## src/rtl/hm10_uart_rx.sv

```systemverilog
// hm10_uart_rx: 8N1 receiver for the HM-10 TXD line feeding a show-ahead byte FIFO.
// The line is double-flopped, a start edge is confirmed at mid-bit, data bits are
// sampled at bit centres, and good bytes are pushed on the stop-sample edge.
// A low stop bit flags a framing error and parks the receiver in BREAK until the
// line returns high, so a held-low line cannot generate a stream of 0x00 bytes.
module hm10_uart_rx #(
  parameter int CLKS_PER_BIT = 104,
  parameter int FIFO_DEPTH   = 16,
  parameter int FIFO_AW      = 4
) (
  input  logic               clock,
  input  logic               resetn,
  input  logic               fpga_rxd,
  input  logic               data_read,
  input  logic               clear_errors,
  output logic [7:0]         data_out,
  output logic               data_valid,
  output logic [FIFO_AW:0]   fifo_count,
  output logic               rx_busy,
  output logic               framing_error,
  output logic               overflow
);

  localparam int TW = $clog2(CLKS_PER_BIT);
  localparam logic [TW-1:0] HALF_LAST = TW'(CLKS_PER_BIT / 2 - 1);
  localparam logic [TW-1:0] BIT_LAST  = TW'(CLKS_PER_BIT - 1);
  localparam logic [TW-1:0] T_ZERO    = {TW{1'b0}};
  localparam logic [TW-1:0] T_ONE     = {{(TW-1){1'b0}}, 1'b1};
  localparam logic [FIFO_AW:0] P_ZERO = {(FIFO_AW+1){1'b0}};
  localparam logic [FIFO_AW:0] P_ONE  = {{FIFO_AW{1'b0}}, 1'b1};

  typedef enum logic [2:0] {
    S_IDLE  = 3'd0,
    S_START = 3'd1,
    S_DATA  = 3'd2,
    S_STOP  = 3'd3,
    S_BREAK = 3'd4
  } rx_state_t;

  // Synchronizer, receiver and FIFO state
  logic            rxd_meta_q;
  logic            rxd_s_q;
  rx_state_t       state_q;
  logic [TW-1:0]   timer_q;
  logic [2:0]      bit_idx_q;
  logic [7:0]      shreg_q;
  logic            busy_q;
  logic [7:0]      mem_q [FIFO_DEPTH];
  logic [FIFO_AW:0] wr_ptr_q, wr_ptr_d;
  logic [FIFO_AW:0] rd_ptr_q, rd_ptr_d;
  logic [FIFO_AW:0] count_q, count_d;
  logic            framing_q, framing_d;
  logic            overflow_q, overflow_d;

  // Decoded events for the current cycle
  logic stop_tick_s;
  logic empty_s;
  logic full_s;
  logic pop_s;
  logic push_s;
  logic ovf_set_s;
  logic frm_set_s;

  // Two-flop synchronizer for the asynchronous serial line, idling high
  always_ff @(posedge clock) begin
    if (!resetn) begin
      rxd_meta_q <= 1'b1;
      rxd_s_q    <= 1'b1;
    end else begin
      rxd_meta_q <= fpga_rxd;
      rxd_s_q    <= rxd_meta_q;
    end
  end

  // Receiver FSM: start validation, bit-centre sampling, stop check and break hold
  always_ff @(posedge clock) begin
    if (!resetn) begin
      state_q   <= S_IDLE;
      timer_q   <= T_ZERO;
      bit_idx_q <= 3'd0;
      shreg_q   <= 8'h00;
      busy_q    <= 1'b0;
    end else begin
      case (state_q)
        S_IDLE: begin
          if (!rxd_s_q) begin
            timer_q <= T_ZERO;
            state_q <= S_START;
            busy_q  <= 1'b1;
          end
        end
        S_START: begin
          if (timer_q == HALF_LAST) begin
            if (!rxd_s_q) begin
              timer_q   <= T_ZERO;
              bit_idx_q <= 3'd0;
              state_q   <= S_DATA;
            end else begin
              // Start bit vanished before mid-bit: a glitch, silently ignored
              state_q <= S_IDLE;
              busy_q  <= 1'b0;
            end
          end else begin
            timer_q <= timer_q + T_ONE;
          end
        end
        S_DATA: begin
          if (timer_q == BIT_LAST) begin
            timer_q <= T_ZERO;
            shreg_q <= {rxd_s_q, shreg_q[7:1]};
            if (bit_idx_q == 3'd7) begin
              state_q <= S_STOP;
            end else begin
              bit_idx_q <= bit_idx_q + 3'd1;
            end
          end else begin
            timer_q <= timer_q + T_ONE;
          end
        end
        S_STOP: begin
          if (timer_q == BIT_LAST) begin
            timer_q <= T_ZERO;
            if (rxd_s_q) begin
              state_q <= S_IDLE;
              busy_q  <= 1'b0;
            end else begin
              state_q <= S_BREAK;
            end
          end else begin
            timer_q <= timer_q + T_ONE;
          end
        end
        S_BREAK: begin
          if (rxd_s_q) begin
            state_q <= S_IDLE;
            busy_q  <= 1'b0;
          end
        end
        default: begin
          state_q <= S_IDLE;
          busy_q  <= 1'b0;
        end
      endcase
    end
  end

  // FIFO control: push/pop decode, pointer and count next-state, sticky flags
  always_comb begin
    stop_tick_s = (state_q == S_STOP) && (timer_q == BIT_LAST);
    empty_s     = (wr_ptr_q == rd_ptr_q);
    full_s      = (wr_ptr_q[FIFO_AW-1:0] == rd_ptr_q[FIFO_AW-1:0]) &&
                  (wr_ptr_q[FIFO_AW] != rd_ptr_q[FIFO_AW]);
    pop_s       = data_read && !empty_s;
    // A pop in the same cycle frees the slot, so a full FIFO can still accept
    push_s      = stop_tick_s && rxd_s_q && (!full_s || pop_s);
    ovf_set_s   = stop_tick_s && rxd_s_q && full_s && !pop_s;
    frm_set_s   = stop_tick_s && !rxd_s_q;

    wr_ptr_d = wr_ptr_q;
    rd_ptr_d = rd_ptr_q;
    count_d  = count_q;

    if (push_s) begin
      wr_ptr_d = wr_ptr_q + P_ONE;
    end else begin
      wr_ptr_d = wr_ptr_q;
    end

    if (pop_s) begin
      rd_ptr_d = rd_ptr_q + P_ONE;
    end else begin
      rd_ptr_d = rd_ptr_q;
    end

    case ({push_s, pop_s})
      2'b10:   count_d = count_q + P_ONE;
      2'b01:   count_d = count_q - P_ONE;
      default: count_d = count_q;
    endcase

    // Set beats clear when both occur together
    if (frm_set_s) begin
      framing_d = 1'b1;
    end else if (clear_errors) begin
      framing_d = 1'b0;
    end else begin
      framing_d = framing_q;
    end

    if (ovf_set_s) begin
      overflow_d = 1'b1;
    end else if (clear_errors) begin
      overflow_d = 1'b0;
    end else begin
      overflow_d = overflow_q;
    end
  end

  // FIFO pointers, occupancy count and sticky error flags
  always_ff @(posedge clock) begin
    if (!resetn) begin
      wr_ptr_q   <= P_ZERO;
      rd_ptr_q   <= P_ZERO;
      count_q    <= P_ZERO;
      framing_q  <= 1'b0;
      overflow_q <= 1'b0;
    end else begin
      wr_ptr_q   <= wr_ptr_d;
      rd_ptr_q   <= rd_ptr_d;
      count_q    <= count_d;
      framing_q  <= framing_d;
      overflow_q <= overflow_d;
    end
  end

  // Byte storage; word 0 is cleared so the head reads 0x00 out of reset
  always_ff @(posedge clock) begin
    if (!resetn) begin
      mem_q[0] <= 8'h00;
    end else if (push_s) begin
      mem_q[wr_ptr_q[FIFO_AW-1:0]] <= shreg_q;
    end
  end

  assign data_out      = mem_q[rd_ptr_q[FIFO_AW-1:0]];
  assign data_valid    = !empty_s;
  assign fifo_count    = count_q;
  assign rx_busy       = busy_q;
  assign framing_error = framing_q;
  assign overflow      = overflow_q;

endmodule

```

## config.mk

```make
export PLATFORM = sky130hd
export DESIGN_NAME = hm10_uart_rx
export DESIGN_NICKNAME = d
export VERILOG_FILES = /design/src/rtl/hm10_uart_rx.sv
export SDC_FILE = /design/constraint.sdc
export NUM_CORES = 1
export LEC_CHECK = 0
export BUFFER_PORTS_ARGS = -buffer_cell sky130_fd_sc_hd__buf_2
export CAP_MARGIN = 10
export CELL_PAD_IN_SITES_DETAIL_PLACEMENT = 1
export CELL_PAD_IN_SITES_GLOBAL_PLACEMENT = 1
export CORE_ASPECT_RATIO = 0.6
export CORE_MARGIN = 2
export CORE_UTILIZATION = 57
export DETAILED_ROUTE_END_ITERATION = 10
export MAX_ROUTING_LAYER = met4
export PLACE_DENSITY_LB_ADDON = 0.1
export SETUP_SLACK_MARGIN = 0.02
export SLEW_MARGIN = 20
export SYNTH_ARGS = -nofsm -noshare
export SYNTH_HDL_FRONTEND = slang
export SYNTH_SLANG_ARGS = --single-unit
```

## constraint.sdc

```tcl
create_clock -name clock -period 7.4 [get_ports clock]
set_clock_uncertainty 0.05 [all_clocks]
set_input_delay 0.74 -clock clock [delete_from_list [all_inputs] [get_ports clock]]
set_output_delay 0.74 -clock clock [all_outputs]
set_load 0.05 [all_outputs]
```

* Word-level counts from Yosys, hierarchy flattened
Memories as Yosys holds them, arrays and structs flattened. A register that Yosys moved wholly into a read port is not among the register bits.
Cells that the tools add are included.
W data, S select, Z words.
** Storage, ports and cells
- Flip-flop bits (word level) :: 41
- Memories :: 1
- Input port bits :: 5
- ROM bits :: 0
- Bits in writable memories :: 128
- Logic and storage cells :: 101
- Bits in latches :: 0
** Operators by class
- Divide/modulo/power cells :: 0
- Multiply operators :: 0
- Muxes and demuxes :: 36
- Shifts and indexed selects :: 0
- Add/sub/neg operators :: 6
- $lt $le $gt $ge :: 0
- Reduce and logical (&&, ||, !) cells :: 25
- Bitwise operators :: 1
- Equality and inequality tests :: 20
** Memories
- mem_q :: words 16, width 8, read ports 1, clocked after Yosys merged registers in 1, write ports 1, RTL line 48 : logic [7:0] mem_q [FIFO_DEPTH];
** Operators with widths (number)
- $mux W3 :: 11
- $mux W7 :: 3
- $pmux W7 S3 :: 1
- $ne A2 B2 Y1 const B :: 8
- $add A5 B1 Y5 const B :: 3
- $pmux W3 S5 :: 1
- $mux W1 :: 12
- $mux W4 :: 3
- $pmux W5 S2 :: 1
- $logic_and A1 B1 Y1 :: 8
- $mux W8 :: 1
- $reduce_bool A2 Y1 :: 4
- $reduce_or A8 Y1 :: 1
- $add A7 B1 Y7 const B :: 1
- $eq A7 B6 Y1 const B :: 1
- $eq A7 B7 Y1 const B :: 1
- $eq A3 B2 Y1 const B :: 2
- $eq A3 B3 Y1 const B :: 2
- $pmux W3 S2 :: 1
- $reduce_and A6 Y1 :: 1
- $eq A5 B5 Y1 :: 1
- $pmux W1 S5 :: 1
- $reduce_and A5 Y1 :: 1
- $sub A5 B1 Y5 const B :: 1
- other kinds (15) :: 18

* Logic depth before layout (Yosys ltp)
- Depth in word-level cells :: 10
- Depth in mapped cells :: 13
- Gate-level depth less buffers :: 12

* Worst setup path before layout
Ideal clock, no wire load.
- Path kind :: flip-flop to flip-flop
- Start :: reg timer_q[0]
- End :: mem mem_q[1][0] (enable)
- Data arrival time :: 2.382 ns
- Path buffers :: 1
- Slack :: 4.574 ns
- Library setup time :: 0.395 ns
- Data required time :: 6.955 ns
- Cell stages (with the launch flop) :: 8
- Path through :: dfxtp_1 ha_1 and4b_1 nand4_2 a21oi_1 buf_4 nand2_1 nor4_1
** On the way
- Word-level cells in the longest chain between the ends :: 9
** RTL lines
- from (decl) :: RTL line 44 : logic [TW-1:0] timer_q;
- from (signal assigned) :: RTL line 104 : timer_q <= timer_q + T_ONE;
- from (signal assigned) :: RTL line 117 : timer_q <= timer_q + T_ONE;
- from (signal assigned) :: RTL line 130 : timer_q <= timer_q + T_ONE;
- $eq A7 B7 Y1 * :: RTL line 149 : stop_tick_s = (state_q == S_STOP) && (timer_q == BIT_LAST);
- $logic_and A1 B1 Y1 * :: RTL line 149
- $logic_and A1 B1 Y1 * (2 in a row) :: RTL line 155 : push_s = stop_tick_s && rxd_s_q && (!full_s || pop_s);
- $mux W1 * :: RTL line 220 : end else if (push_s) begin
- $mux W1 * :: RTL line 218 : if (!resetn) begin
- $mux W1 (not written as such) * :: RTL line 221 : mem_q[wr_ptr_q[FIFO_AW-1:0]] <= shreg_q;
- $reduce_or A8 Y1 (no source line)
- $mux W4 (no source line) / $mux W1 (equally long branches)
- to (decl) :: RTL line 48
Mark *: on every way between the ends. The rest lies on a longest branch, timed or not.

==> reports/qor.yml <==
route:
  routed_wl_um: 17700
  drt_iter0_drc: 440
  via_count: 4261
  routedWlPerCell_um: 26.8
  drtAntennaViolNets: 0
  post-route-drc-count: 0
  drt_first_pass_iters: 4
  avgViaCountPerCell: 6.48
timing:
  rsz0062_at_grt: "false"
  postLayoutSetupSlackWorst_ns: 3.94
  period_minus_slack_ns: 3.46
  slew_headroom_pct: 22.3
  holdWs_ns: 0.378
  drv_slew: 0
  tns_ns: 0
  post-route-period-util_pct: 46.8
  worst_pin_slew_ns: 1.16
  hold_viol: 0
  fmaxAchievable_mhz: 289
  final-setup-viol-count: 0
min_path:
  min_delay_path_depth: 1
  hp-start: "rxd_meta_q"
  holdPathEnd: "rxd_s_q"
  hold_path.class: "flop to flop"
placed_design:
  gp_congestion: 0.834
  place_area_um2: 7460
  dp_hpwl_um: 11400
  io_buffers: 21
  pre_cts_ws_ns: 4.35
clock_tree:
  cts_root_buf: "clkbuf_16"
  cts_tree: "built"
  post_cts_resized: 0
  clock-sinks: 173
  htree_levels: 4
  cts_setup_buffers: 0
  clockBufferDepth: 2
  path_clk_slew_ns: 0.07
  clock_latency_ns: 0.44
  cts-buffers-inserted: 17
  ctsHoldBuffers: 0
floorplanning:
  io_pins: 22
  rows: 31
  dieArea_um2: 13600
  die_y_um: 91.2
  core_area_um2: 12200
  start_util_pct: 59.1
  dieWidth_um: 149
grt:
  grt_usage_pct: 29.0
  grt_max_degree: 33
  grt_pass1_wl_um: 26900
  grt_overflow: 0
  antenna_found_initial: 0
  first_global_vias: 4292
yosys:
  syn_inst: 460
  ys_seq_area_share_pct: 65.7
  syn_area_um2: 7220
  synthArstFlopShare_pct: 0
  synth_cell_types: 60
  ys_ff_latch: 173
  yosysWarnings: 0
  syn-num-nets: 472
  synth_edf_count: 128
  syn_area_per_cell_um2: 15.7
  ys.flop_type: "edfxtp_1"
finish:
  most-common-layout-cells: "edfxtp_1 (128), dfxtp_1 (44), nor2_1 (42)"
  fillerInstances: 1076
  regArea_um2: 4750
  area_delta_synth_final_pct: 11.1
  final_common_cell: "edfxtp_1"
  multi_input_area_um2: 2330
  drive_gt1_share_pct: 24.7
  antennaDiodeCount: 0
  fin_util_pct: 65.6
  final_nets: 493
  post-route-cell-area_um2: 8020
worst_setup_path:
  reg2reg_from: "timer_q[0]"
  cp.required_ns: 6.61
  rr_worst_depth: 7
  worstPathArrival_ns: 2.67
  end_kind: "output pin"
  reg2reg_slack_ns: 4.26
  r2r_end: "mem_q[7][3]"
  cp_max_fo: 32
  path_class: "flop to output pin"
  worstSetupStartpointType: "flop"
power_and_ir_drop:
  power_density_nw_per_um2: 241
  irDropWorstVdd_uv: 155
  leakage_uw: 0.00294
flow_run:
  maxCapViolations: 0
status:
  outcome: "finished clean"
flip-flops by register name, indices dropped and copies added, names as in the netlist, named ones only:
signal / flops
rxd_meta_q: 1
timer_q: 7
rxd_s_q: 1
shreg_q: 8
fifo_count: 5
bit_idx_q: 3
wr_ptr_q: 5
rd_ptr_q: 5
state_q: 3
overflow: 1
framing_error: 1
rx_busy: 1
mem_q: 128
area by class of cell:
class	count	share of cell area (%)
sequential	173	59.2
multi-input combinational	255	29.0
clock buffer	17	5.30
tap	165	2.57
timing repair buffer	27	1.87
clock inverter	14	1.68
inverter	7	0.390
worst max-delay path, stage by stage (launching register included):
cell     delay (ns)
dfxtp_2        0.31
buf_4          0.50
mux4_2         0.62
mux4_2         0.52
buf_2          0.24
synth_stat cells, drive strengths merged, types with 6 or more instances:
cell type,n,area share [%]
nor2,44,2.3
nor3,6,0.49
a21oi,15,1.1
buf,12,1.1
xnor2,11,1.6
nand2,30,1.7
mux4,40,12
ha,7,1.2
edfxtp,128,53
nand3,7,0.55
nor4,6,0.52
mux2i,12,1.7
inv,7,0.43
and3,8,0.69
dfxtp,45,12
xor2,6,0.73
clkbuf,13,0.68
nand4,6,0.61
how the worst max path moves through the flow:
| stage | startpoint | endpoint | slack, ns |
|---|---|---|---|
| 3_5_place_dp | flop | data_out[3] | 4.35 |
| 4_1_cts | flop | data_out[3] | 3.90 |
| 5_1_grt | flop | data_out[3] | 3.80 |
| 6_report | flop | data_out[3] | 3.94 |
| 3_3_place_gp | flop | data_out[3] | 4.36 |
| 2_1_floorplan | timer_q[0] | mem_q[1][0] | 4.57 |
metrics by stage:
step / std cells / total power [uW]
floorplan: 460 / 1080
global placement: 627 / 1090
detailed placement: 627 / 1090
CTS: 658 / 1930
global route: 658 / 1980
finish: 658 / 1940
power by group:
group          total (uW)  internal (uW)  switching (uW)  leakage, uW
Combinational        31.4           9.56            21.9     0.000894
Clock                 871            468             403     0.000257
Sequential           1030           1030            3.73      0.00179
Total                1940           1510             429      0.00294
per-layer routing:
layer | vias to the layer above | part of all wire [%] | GRT usage [%]
met3 | 25 | 6.4 | 7.44
met1 | 2237 | 47 | 42.6
met5 | - | 0 | -
met4 | 0 | 1.6 | 7.14
met2 | 168 | 45 | 40.9
li1 | 1831 | - | -
kinds of logic (layout without fill, tap and decap cells):
family                     count (synthesis)  count (layout)  synth area share (%)
and+or+nand+nor                          133             133                  9.67
adders and majority gates                  8               8                  1.35
muxes                                     52              52                  14.1
AOI/OAI and AO/OA                         45              45                  4.51
buffers and inverters                     32              65                  2.22
xor gates and xnor gates                  17              17                  2.37
DFF                                      173             173                  65.7
(Power assumes the default switching activity.)
